==> src/rtl/fighter_pkg.sv <==
// rtl/fighter_pkg.sv - shared constants and encodings for the fighter action sequencer
// Encodings here are also consumed by the sprite renderer; keep them stable.
package fighter_pkg;

  localparam logic [6:0] X_INIT   = 7'd20;
  localparam logic [6:0] X_MIN    = 7'd8;
  localparam logic [6:0] X_MAX    = 7'd88;
  localparam logic [6:0] Y_GROUND = 7'd32;
  localparam logic [6:0] STEP     = 7'd2;

  localparam int PUNCH_TICKS  = 2;
  localparam int SP_TICKS     = 4;
  localparam int INJ_TICKS    = 3;
  localparam int JUMP_TICKS   = 4;
  localparam int COMBO_WINDOW = 6;

  typedef enum logic [2:0] {
    STATE_NORMAL  = 3'b000,
    STATE_PUNCH   = 3'b001,
    STATE_SP_0    = 3'b010,
    STATE_INJURED = 3'b100
  } state_t;

  typedef enum logic [1:0] {
    MOVE_STILL = 2'b00,
    MOVE_FWD   = 2'b01,
    MOVE_BACK  = 2'b10
  } move_t;

  typedef enum logic [1:0] {
    DIR_NONE = 2'b00,
    DIR_L    = 2'b01,
    DIR_D    = 2'b10,
    DIR_R    = 2'b11
  } dir_t;

  // Special move: left, down, right (oldest in the top bits)
  localparam logic [5:0] COMBO_SEQ = 6'b01_10_11;

endpackage

==> src/rtl/fighter_action_ctrl_if.sv <==
// rtl/fighter_action_ctrl_if.sv - player input and sprite-state bundle
// Inputs : btn_left/right/up/down/attack (debounced levels), hit (1-clk pulse), facing_right
// Outputs: character_state[2:0], move_state[1:0], in_air, x[6:0], y[6:0]
// master = input/collision side and renderer view; slave = fighter_action_ctrl
interface fighter_action_ctrl_if;
  logic       btn_left;
  logic       btn_right;
  logic       btn_up;
  logic       btn_down;
  logic       btn_attack;
  logic       hit;
  logic       facing_right;
  logic [2:0] character_state;
  logic [1:0] move_state;
  logic       in_air;
  logic [6:0] x;
  logic [6:0] y;

  modport master (
    output btn_left, btn_right, btn_up, btn_down, btn_attack, hit, facing_right,
    input  character_state, move_state, in_air, x, y
  );

  modport slave (
    input  btn_left, btn_right, btn_up, btn_down, btn_attack, hit, facing_right,
    output character_state, move_state, in_air, x, y
  );
endinterface

==> src/rtl/combo_detector.sv <==
// rtl/combo_detector.sv - direction press history and special-move match
// Ports: clk, rst (sync, active-high), tick (8 Hz enable),
//        btn_left/btn_down/btn_right (levels), clear (drop history), match (history == L,D,R)
module combo_detector
  import fighter_pkg::*;
(
  input  logic clk,
  input  logic rst,
  input  logic tick,
  input  logic btn_left,
  input  logic btn_down,
  input  logic btn_right,
  input  logic clear,
  output logic match
);

  logic       prev_l, prev_d, prev_r;
  logic [5:0] hist;
  logic [2:0] timer;
  dir_t       press_code;

  // Only one code enters per clk; simultaneous presses resolve left > down > right.
  always_comb begin
    press_code = DIR_NONE;
    if (btn_left & ~prev_l)       press_code = DIR_L;
    else if (btn_down & ~prev_d)  press_code = DIR_D;
    else if (btn_right & ~prev_r) press_code = DIR_R;
  end

  always_ff @(posedge clk) begin
    if (rst) begin
      prev_l <= 1'b0;
      prev_d <= 1'b0;
      prev_r <= 1'b0;
      hist   <= 6'd0;
      timer  <= 3'd0;
    end else begin
      prev_l <= btn_left;
      prev_d <= btn_down;
      prev_r <= btn_right;
      // A press beats a tick in the same clk: reload instead of decrement.
      if (press_code != DIR_NONE) begin
        hist  <= {(clear ? 4'd0 : hist[3:0]), press_code};
        timer <= 3'(COMBO_WINDOW);
      end else if (clear) begin
        hist  <= 6'd0;
        timer <= 3'd0;
      end else if (tick && timer != 3'd0) begin
        timer <= timer - 3'd1;
        if (timer == 3'd1) hist <= 6'd0;
      end
    end
  end

  assign match = (hist == COMBO_SEQ);

endmodule

==> src/rtl/fighter_action_ctrl.sv <==
// rtl/fighter_action_ctrl.sv - per-player action sequencer feeding the sprite renderer
// Ports: clk, rst (sync, active-high), tick (8 Hz enable pulse),
//        bus (slave): buttons, hit, facing_right in; character_state, move_state, in_air, x, y out
module fighter_action_ctrl
  import fighter_pkg::*;
(
  input  logic                  clk,
  input  logic                  rst,
  input  logic                  tick,
  fighter_action_ctrl_if.slave  bus
);

  state_t     state, state_nxt;
  move_t      move_q, move_nxt;
  logic [1:0] cnt, cnt_nxt;
  logic [2:0] jcnt, jcnt_nxt;
  logic [6:0] x_q, x_nxt, y_q, y_nxt;
  logic       in_air_q, in_air_nxt;
  logic       atk_req, atk_nxt, hit_pend, hit_nxt;
  logic       prev_atk, atk_press;
  logic       match, combo_clear, jump_start;
  logic [7:0] x_up;
  logic [6:0] x_right, x_left;

  combo_detector u_combo (
    .clk       (clk),
    .rst       (rst),
    .tick      (tick),
    .btn_left  (bus.btn_left),
    .btn_down  (bus.btn_down),
    .btn_right (bus.btn_right),
    .clear     (combo_clear),
    .match     (match)
  );

  assign atk_press = bus.btn_attack & ~prev_atk;

  // 8-bit intermediates keep the clamp free of 7-bit wraparound.
  assign x_up    = {1'b0, x_q} + {1'b0, STEP};
  assign x_right = (x_up > {1'b0, X_MAX}) ? X_MAX : x_up[6:0];
  assign x_left  = ({1'b0, x_q} < ({1'b0, X_MIN} + {1'b0, STEP})) ? X_MIN : (x_q - STEP);

  always_ff @(posedge clk) begin
    if (rst) begin
      state    <= STATE_NORMAL;
      move_q   <= MOVE_STILL;
      cnt      <= 2'd0;
      jcnt     <= 3'd0;
      x_q      <= X_INIT;
      y_q      <= Y_GROUND;
      in_air_q <= 1'b0;
      atk_req  <= 1'b0;
      hit_pend <= 1'b0;
      prev_atk <= 1'b0;
    end else begin
      state    <= state_nxt;
      move_q   <= move_nxt;
      cnt      <= cnt_nxt;
      jcnt     <= jcnt_nxt;
      x_q      <= x_nxt;
      y_q      <= y_nxt;
      in_air_q <= in_air_nxt;
      atk_req  <= atk_nxt;
      hit_pend <= hit_nxt;
      prev_atk <= bus.btn_attack;
    end
  end

  always_comb begin
    state_nxt   = state;
    move_nxt    = move_q;
    cnt_nxt     = cnt;
    jcnt_nxt    = jcnt;
    x_nxt       = x_q;
    y_nxt       = y_q;
    in_air_nxt  = in_air_q;
    atk_nxt     = atk_req | atk_press;
    hit_nxt     = hit_pend | bus.hit;
    combo_clear = 1'b0;
    jump_start  = 1'b0;

    if (tick) begin
      // A hit arriving on the tick clk itself counts toward the next interval.
      hit_nxt  = bus.hit;
      move_nxt = MOVE_STILL;
      case (state)
        STATE_NORMAL: begin
          if (hit_pend) begin
            state_nxt = STATE_INJURED;
            cnt_nxt   = 2'(INJ_TICKS - 1);
            atk_nxt   = atk_press;
          end else if (atk_req && match) begin
            state_nxt   = STATE_SP_0;
            cnt_nxt     = 2'(SP_TICKS - 1);
            atk_nxt     = atk_press;
            combo_clear = 1'b1;
          end else if (atk_req) begin
            state_nxt = STATE_PUNCH;
            cnt_nxt   = 2'(PUNCH_TICKS - 1);
            atk_nxt   = atk_press;
          end else begin
            if (bus.btn_right && !bus.btn_left) begin
              move_nxt = MOVE_FWD;
              x_nxt    = x_right;
            end else if (bus.btn_left && !bus.btn_right) begin
              move_nxt = MOVE_BACK;
              x_nxt    = x_left;
            end
            jump_start = bus.btn_up && !in_air_q;
          end
        end
        STATE_PUNCH, STATE_SP_0: begin
          if (hit_pend) begin
            state_nxt = STATE_INJURED;
            cnt_nxt   = 2'(INJ_TICKS - 1);
          end else if (cnt == 2'd0) begin
            state_nxt = STATE_NORMAL;
          end else begin
            cnt_nxt = cnt - 2'd1;
          end
        end
        STATE_INJURED: begin
          // Knockback pushes away from the direction being faced.
          x_nxt = bus.facing_right ? x_left : x_right;
          if (cnt == 2'd0) state_nxt = STATE_NORMAL;
          else             cnt_nxt   = cnt - 2'd1;
        end
        default: state_nxt = STATE_NORMAL;
      endcase

      // Jump runs on its own counter regardless of the action state.
      if (in_air_q || jump_start) begin
        in_air_nxt = 1'b1;
        if (jcnt < 3'(JUMP_TICKS)) y_nxt = y_q - STEP;
        else                       y_nxt = y_q + STEP;
        if (jcnt == 3'(2 * JUMP_TICKS - 1)) begin
          y_nxt      = Y_GROUND;
          in_air_nxt = 1'b0;
          jcnt_nxt   = 3'd0;
        end else begin
          jcnt_nxt = jcnt + 3'd1;
        end
      end
    end
  end

  assign bus.character_state = state;
  assign bus.move_state      = move_q;
  assign bus.in_air          = in_air_q;
  assign bus.x               = x_q;
  assign bus.y               = y_q;

endmodule
==> src/flat_wrapper.sv <==
// flat-port wrapper written by rule: the top's interface ports become plain ports
module fighter_action_ctrl_flat import fighter_pkg::*;
  (clk, rst, tick, bus_btn_left, bus_btn_right, bus_btn_up, bus_btn_down, bus_btn_attack, bus_hit, bus_facing_right, bus_character_state, bus_move_state, bus_in_air, bus_x, bus_y);
  fighter_action_ctrl_if bus_i ();
  input  logic clk;
  input  logic rst;
  input  logic tick;
  input wire logic [$bits(bus_i.btn_left)-1:0] bus_btn_left;
  input wire logic [$bits(bus_i.btn_right)-1:0] bus_btn_right;
  input wire logic [$bits(bus_i.btn_up)-1:0] bus_btn_up;
  input wire logic [$bits(bus_i.btn_down)-1:0] bus_btn_down;
  input wire logic [$bits(bus_i.btn_attack)-1:0] bus_btn_attack;
  input wire logic [$bits(bus_i.hit)-1:0] bus_hit;
  input wire logic [$bits(bus_i.facing_right)-1:0] bus_facing_right;
  output wire logic [$bits(bus_i.character_state)-1:0] bus_character_state;
  output wire logic [$bits(bus_i.move_state)-1:0] bus_move_state;
  output wire logic [$bits(bus_i.in_air)-1:0] bus_in_air;
  output wire logic [$bits(bus_i.x)-1:0] bus_x;
  output wire logic [$bits(bus_i.y)-1:0] bus_y;
  assign bus_i.btn_left = bus_btn_left;
  assign bus_i.btn_right = bus_btn_right;
  assign bus_i.btn_up = bus_btn_up;
  assign bus_i.btn_down = bus_btn_down;
  assign bus_i.btn_attack = bus_btn_attack;
  assign bus_i.hit = bus_hit;
  assign bus_i.facing_right = bus_facing_right;
  assign bus_character_state = bus_i.character_state;
  assign bus_move_state = bus_i.move_state;
  assign bus_in_air = bus_i.in_air;
  assign bus_x = bus_i.x;
  assign bus_y = bus_i.y;
  fighter_action_ctrl u_core (.clk(clk), .rst(rst), .tick(tick), .bus(bus_i));
endmodule
==> config.mk <==
export PLATFORM = sky130hd
export DESIGN_NAME = fighter_action_ctrl_flat
export DESIGN_NICKNAME = d
export VERILOG_FILES = /design/src/rtl/fighter_pkg.sv /design/src/rtl/fighter_action_ctrl_if.sv /design/src/rtl/combo_detector.sv /design/src/rtl/fighter_action_ctrl.sv /design/src/flat_wrapper.sv
export SDC_FILE = /design/constraint.sdc
export NUM_CORES = 1
export LEC_CHECK = 0
export BUFFER_PORTS_ARGS = -buffer_cell sky130_fd_sc_hd__clkbuf_2
export CAP_MARGIN = 25
export CORE_ASPECT_RATIO = 1.25
export CORE_UTILIZATION = 32
export CTS_CLUSTER_SIZE = 30
export DETAILED_ROUTE_END_ITERATION = 8
export GPL_ROUTABILITY_DRIVEN = 0
export GPL_TIMING_DRIVEN = 0
export SETUP_SLACK_MARGIN = 0.5
export SKIP_CTS_REPAIR_TIMING = 1
export SLEW_MARGIN = 5
export SYNTH_ARGS = -nofsm -noshare
export SYNTH_HDL_FRONTEND = slang
export SYNTH_SLANG_ARGS = --single-unit
==> constraint.sdc <==
create_clock -name clk -period 4.05 [get_ports clk]
set_clock_uncertainty 0.1 [all_clocks]
set_input_delay 0.81 -clock clk [delete_from_list [all_inputs] [get_ports clk]]
set_output_delay 0.81 -clock clk [all_outputs]
set_load 0.005 [all_outputs]
==> summary.txt, run 1 <==
STA
  • Final setup vio count: 0
  • Final period util: 63.0%
  • Worst relative slew slack: 42.6%
  • Setup TNS: 0 ps
  • Final count of pins violating max slew: 0
  • Final setup margin: 1500 ps
  • Fmax: 392 MHz
  • Final Hold Viols: 0
  • Worst-Margin Slew: 837 ps
  • RSZ-0062 raised after global routing: no
  • Tmin final: 2550 ps

Floorplanning
  • Starting density of the core: approximately a third
  • Die width: 78.8 um
  • # IOs: 30
  • Row cnt: 34
  • Core Footprint: 7060 um2
  • Die height: between 90 and 100 um
  • Die area: a little under 8000 um2

Finish
  • Layout cells sized above 1: 13.4%
  • Area occupied by multi-input gates: 1420 um2
  • Seq. cell area: 781 um2
  • Area grow syn2layout: 14.3%
  • Antenna fix cells: 0
  • NumNets Final: 350
  • Most frequent cells in the layout: dfxtp_1, nor2_1, clkbuf_2, a21oi_1, inv_1
  • Fillcell total: just under 800
  • Final instance area: around 2700 um2
  • Final Util: roughly two fifths
  • Most common cell after layout, fill and taps aside: dfxtp_1

Synthesis
  • Simple-gate share of the synthesized area: a little under a quarter
  • Post-Synth XOR/XNOR Area: 3.34%
  • Syn_nets: 316
  • Post-synthesis compound-gate area fraction: 23.8%
  • Syn Inst Count: 294
  • Post-Syn Area: 2360 um2
  • YS warnings: 0
  • Yosys top cell by area: dfxtp_1
  • Top-area cell type share of the netlist area: around a third
  • Multiplexer share of the synthesized area: 3.02%
  • Yosys reg bits: 39
  • Primary FF master, synth: dfxtp_1
  • Synth Area per Inst: 8.03 um2
  • Adder-Cell Fraction of Synth Area: 6.68%
  • Largest family of logic cells by synthesized area: compound AO/OA/AOI/OAI gates
  • Synth unique cells: 56
  • Post-synth ARST share: 0%
  • Top post-synthesis cells by area: dfxtp_1, ha_1, a21oi_1
  • Post-synthesis sequential area ratio: 33.1%
  • EDFF count, synth: 0

Clock network
  • Clock transition at the registers of the reported paths: 80 ps
  • CTS tree: done
  • Total CTS buffers: 5
  • Clock sinks: 39
  • Max clock buf depth: 2
  • # H-tree levels: 2
  • Worst-Skew Late Latency: between 200 and 300 ps
  • Root buf cell: clkbuf_8

Power
  • Pwr Density: about 330 nW/um2
  • Clk pwr share: 29.5%
  • Fraction of power consumed by sequential logic: between 40% and 50%
  • NetSw: approximately 0.00028 W
  • Leakage power: 1.13 nW
  • Combinational cell fraction of total power: 22.4%
  • Int Power: around 0.00062 W
  • Switch share: 31.4%
  • VDD IR max: 129 uV

Critical path
  • CP max FO: 8
  • Worst R2R Start: u_core.bus.x[1]
  • Crit path kind: flop to flop
  • CP cell instances: ha_1 -> buf_1 -> nor3_1 -> o31ai_1 -> a311oi_1 -> a211o_1
  • CP startpoint kind: flop
  • CP max-delay cell: o31ai_1
  • Largest stage delay, worst path: 690 ps
  • CP endpoint kind: flop
  • CP Buf/Inv Count: 1
  • Crit. Startpoint: u_core.bus.x[1]
  • Worst Path Required: 4140 ps
  • Crit path max-delay family: compound AO/OA/AOI/OAI gates
  • Arrival @ worst endpoint: 2640 ps
  • Register-to-register setup slack: 1500 ps

Route
  • Routed Wire Length: between 5000 and 6000 um
  • DR DRC count: 0
  • Via count: 2210
  • Drt pass-1 iters: 4
  • Routed Antenna Nets: 0
  • DR iter-0 viols: 104
  • Drt wl/cell: 13.4 um
  • Routed vias/inst: 5.27

Worst hold path
  • Class of the worst hold path: flop to flop
  • Worst min-delay path startpoint: u_core.bus.x[0]

Status
  • Status: complete, no violations

Global route
  • Overall routing resource usage: 15.0%
  • Grt ovf: 0
  • First-pass GRT wire length: 9300 um
  • Vias in the first global route: about 2.0k
  • Antenna violations before repair: 0
  • Largest net degree at the start of global routing: 14

Placement
  • Final HPWL DP: 4130 um
  • Setup slack at placement: 1410 ps
  • Port buffer count: 27
  • Area of placed instances: about 2600 um2

Run
  • Max-cap viol count: 0
==> layout make-up <==
class	count	share of cell area (%)
multi-input cells	218	52.7
flip-flops and latches	39	28.9
repair buffers	27	5.01
well taps	90	4.17
plain buffers	19	3.39
clock buffers	5	2.55
inverters	18	2.50
clock inverters	3	0.742
==> cells in the mapped netlist (3+ instances only) <==
master	instances
nor3b_1	6
clkbuf_1	12
a21oi_1	26
mux2i_1	6
a22oi_1	5
inv_1	18
a21o_1	3
or3_1	3
nor2b_1	7
ha_1	11
dfxtp_1	39
nand2b_1	11
xnor2_1	5
nor2_1	28
a31oi_1	3
a211oi_1	4
nand4_1	4
nand3_1	8
a311oi_1	4
o31ai_1	3
xor2_1	4
buf_1	3
nor3_1	12
o21ai_0	14
nand2_1	13
==> metal layers <==
metal / vias up / routed length [um] / track usage [%]
met2: 39 / 2710 / 25.5
met1: 1034 / 2580 / 18.6
li1: 1128 / - / -
met3: 9 / 212 / 2.71
met5: - / 0 / 0
met4: 0 / 90 / 6.01
==> cell families (layout without fill, tap and decap cells) <==
kind of cell,Yosys count,count (layout)
DFF,39,39
adders and majority gates,12,12
AOI/OAI and AO/OA,85,85
xor gates and xnor gates,9,9
muxes,7,7
other,1,1
buffers and inverters,37,72
and+or+nand+nor,104,104
==> registers in the layout, summed over array words and instances, names as in the netlist, 2 cells and up <==
signal,count
u_core.bus.x,7
u_core.bus.y,6
u_core.u_combo.hist,6
u_core.bus.character_state,3
u_core.jcnt,3
u_core.u_combo.timer,3
u_core.bus.move_state,2
u_core.cnt,2
==> final timing paths <==
check | endpoint | cells after the start
setup / recovery | u_core.bus.x[4] | 6
hold / removal | u_core.bus.x[0] | 2
setup reg to reg | u_core.bus.x[4] | 6
hold reg to reg | u_core.bus.x[0] | 2
==> per-stage QoR <==
| step | cells | hold WS (ps) | power [W] |
|---|---|---|---|
| floorplan | 294 | 336 | 0.000585 |
| global placement | 411 | 349 | 0.000639 |
| detailed placement | 411 | 358 | 0.000642 |
| CTS | 419 | 371 | 0.000906 |
| global route | 419 | 393 | 0.000956 |
| finish | 419 | 366 | 0.000898 |
==> power by group through the flow <==
stage	logic (W)	clock network [W]	registers, W
after CTS	0.000202	0.000272	0.000432
after global placement	0.000199	0	0.000440
after floorplan	0.000149	0	0.000436
after global routing	0.000228	0.000293	0.000436
final	0.000201	0.000265	0.000432
after detailed placement	0.000201	0	0.000441
==> worst reg2reg max path, cell delays in order, from the launching register on <==
cell	delay [ps]
dfxtp_1	500
ha_1	200
buf_1	310
nor3_1	100
o31ai_1	700
a311oi_1	210
a211o_1	340
(Power assumes the default switching activity.)
==> inputs of run 2 (changes only) <==
clock period = 2.05 ns   (was 4.05 ns; I/O delays follow)
==> run 2 against run 1 <==
Count of clock-buffer cells in the layout stayed put. Combinational power is 150% higher. Global-route usage decreased by 0.088 points. Largest power group unchanged. Sequential cell count did not move. Cell area rose by 14%. Cell count grew 2.9%. Worst setup slack got worse by 1600 ps. The run now ends with negative setup slack left.
==> summary.txt, run 2 (same netlist as run 1, synthesis figures left out) <==
Status
  • Status: finished, violations left
  • Failing checks: negative setup slack

Clock network
  • Clock transition at the registers of the reported paths: ~80 ps
  • Worst-Skew Late Latency: roughly 300 ps
  • # H-tree levels: 2
  • Max clock buf depth: 2
  • Clock sinks: 39
  • Root buf cell: clkbuf_8
  • CTS tree: done
  • Total CTS buffers: 5

Critical path
  • Crit path kind: flop to flop
  • CP endpoint kind: flop
  • Register-to-register setup slack: -100 ps
  • Largest stage delay, worst path: around 470 ps
  • Reg-to-reg endpoint: u_core.bus.y[4]
  • Reg2Reg Depth: 7
  • CP startpoint kind: flop
  • Crit path max-delay family: simple AND/OR/NAND/NOR gates
  • Worst R2R Start: u_core.bus.character_state[0]
  • CP max-delay cell: or4_4
  • CP Buf/Inv Count: 3
  • Most frequent CP cell: buf_6
  • Worst Path Required: about 2200 ps
  • CP max FO: 6
  • Arrival @ worst endpoint: 2290 ps
  • CP cell instances: buf_6 -> or4_4 -> buf_6 -> o31a_1 -> buf_6 -> or4_4 -> a21oi_2

Power
  • Combinational cell fraction of total power: 24.8%
  • Int Power: 0.00140 W
  • Pwr Density: 647 nW/um2
  • Leakage power: 1.29 nW
  • VDD IR max: 304 uV
  • Switch share: between 20% and 30%
  • NetSw: 0.000589 W
  • Clk pwr share: 32.0%
  • Fraction of power consumed by sequential logic: around 43%

STA
  • Final Hold Viols: 0
  • Final setup vio count: 14
  • Fmax: 465 MHz
  • Tmin final: 2150 ps
  • Final setup margin: -103 ps
  • Final period util: 105%
  • Worst hold margin: about 220 ps
  • Final count of pins violating max slew: 0
  • RSZ-0062 raised after global routing: yes
  • Worst-Margin Slew: around 800 ps
  • Worst relative slew slack: 46.4%

Route
  • Post-Route M1 WL: 2700 um
  • Via count: 2313
  • Routed Wire Length: 5750 um
  • Routed vias/inst: 5.37
  • Highest routed layer: met4
  • Drt wl/cell: 13.3 um
  • DR DRC count: 0
  • Routed Antenna Nets: 0
  • Met2 wire len: 2810 um
  • Drt pass-1 iters: 5
  • DR iter-0 viols: 57
  • Met3 routed WL: 145 um

Floorplanning
  • Starting density of the core: 33.4%
  • Die height: 98.0 um
  • Row cnt: 34
  • Die area: 7730 um2
  • # IOs: 30
  • Core Footprint: 7060 um2
  • Die width: 78.8 um

Finish
  • Max FFs per register: 7
  • Layout cells sized above 1: between 20% and 30%
  • NumNets Final: 363
  • Most frequent cells in the layout: dfxtp_1, clkbuf_2, nor2_1, a21oi_1, inv_1
  • Area grow syn2layout: 30.2%
  • Fillcell total: roughly 730
  • Final Util: between 40% and 50%
  • Most common cell after layout, fill and taps aside: dfxtp_1
  • Antenna fix cells: 0

Worst hold path
  • Class of the worst hold path: input pin to flop
  • Worst Hold End: u_core.hit_pend
  • Worst min-delay path startpoint: bus_hit
  • Hold path cells: 3

Global route
  • Largest net degree at the start of global routing: 13
  • First-pass GRT wire length: 9330 um
  • Vias in the first global route: 2049
  • Overall routing resource usage: ~15%
  • Grt ovf: 0
  • Antenna violations before repair: 0

Placement
  • Setup slack at placement: -161 ps
  • Port buffer count: 27
  • Final HPWL DP: 4060 um

Run
  • Max-cap viol count: 0
-- run 2: cell types whose count changed in the layout (fill, tap and decap cells not counted), sizes merged --
| cell | before | now |
|---|---|---|
| inv | 18 | 19 |
| clkbuf | 44 | 45 |
| clkinv | 1 | 0 |
| buf | 7 | 19 |
| clkinvlp | 2 | 0 |
| bufinv | 0 | 1 |
-- run 2: power by group through the flow --
stage	combinational [W]	sequential, W	clock, W
after floorplan	0.000313	0.000862	0
after global placement	0.000412	0.000871	0
after detailed placement	0.000415	0.000871	0
after CTS	0.000418	0.000854	0.000645
after global routing	0.000547	0.000869	0.000676
final	0.000493	0.000859	0.000636
-- run 2: per-layer routing --
metal | track usage [%] | up-vias
met5 | 0 | -
met4 | 6.01 | 0
met3 | 2.52 | 7
met2 | 25.4 | 28
met1 | 18.5 | 1121
li1 | - | 1157
-- run 2: worst max path at each step --
stage | from | endpoint | slack, ps | cells past startpoint
floorplan | u_core.bus.character_state[0] | u_core.bus.y[4] | -20 | 7
CTS | u_core.bus.character_state[0] | u_core.u_combo.hist[3] | -180 | 7
finish | u_core.bus.character_state[0] | u_core.bus.y[4] | -100 | 7
detailed placement | u_core.bus.character_state[0] | u_core.u_combo.hist[5] | -160 | 7
global placement | u_core.bus.character_state[0] | u_core.u_combo.hist[5] | -200 | 7
global route | u_core.bus.character_state[0] | u_core.bus.y[4] | -180 | 7
-- run 2: worst min-delay path: stages --
cell      delay [ps]
clkbuf_2          80
a21oi_1           30
nor2_1            60
-- run 2: per-stage QoR --
step | power, W | cell area, um2 | cells | setup TNS (ps)
final | 0.00199 | 3070 | 431 | -554
after global placement | 0.00128 | 2680 | 411 | -1410
after CTS | 0.00192 | 2790 | 418 | -1800
after detailed placement | 0.00129 | 2680 | 411 | -1410
after floorplan | 0.00118 | 2430 | 294 | -23.3
after global routing | 0.00209 | 3070 | 431 | -2280
-- run 2: layout make-up --
| class | count | area, um2 | area share (%) |
|---|---|---|---|
| Clock buffer | 5 | 68.8 | 2.24 |
| Tap cell | 90 | 113 | 3.66 |
| Sequential cell | 39 | 790 | 25.7 |
| Multi-Input combinational cell | 218 | 1630 | 52.9 |
| Timing Repair Buffer | 40 | 250 | 8.14 |
| Inverter | 18 | 70.1 | 2.28 |
| Clock inverter | 2 | 36.3 | 1.18 |
| Buffer | 19 | 120 | 3.91 |
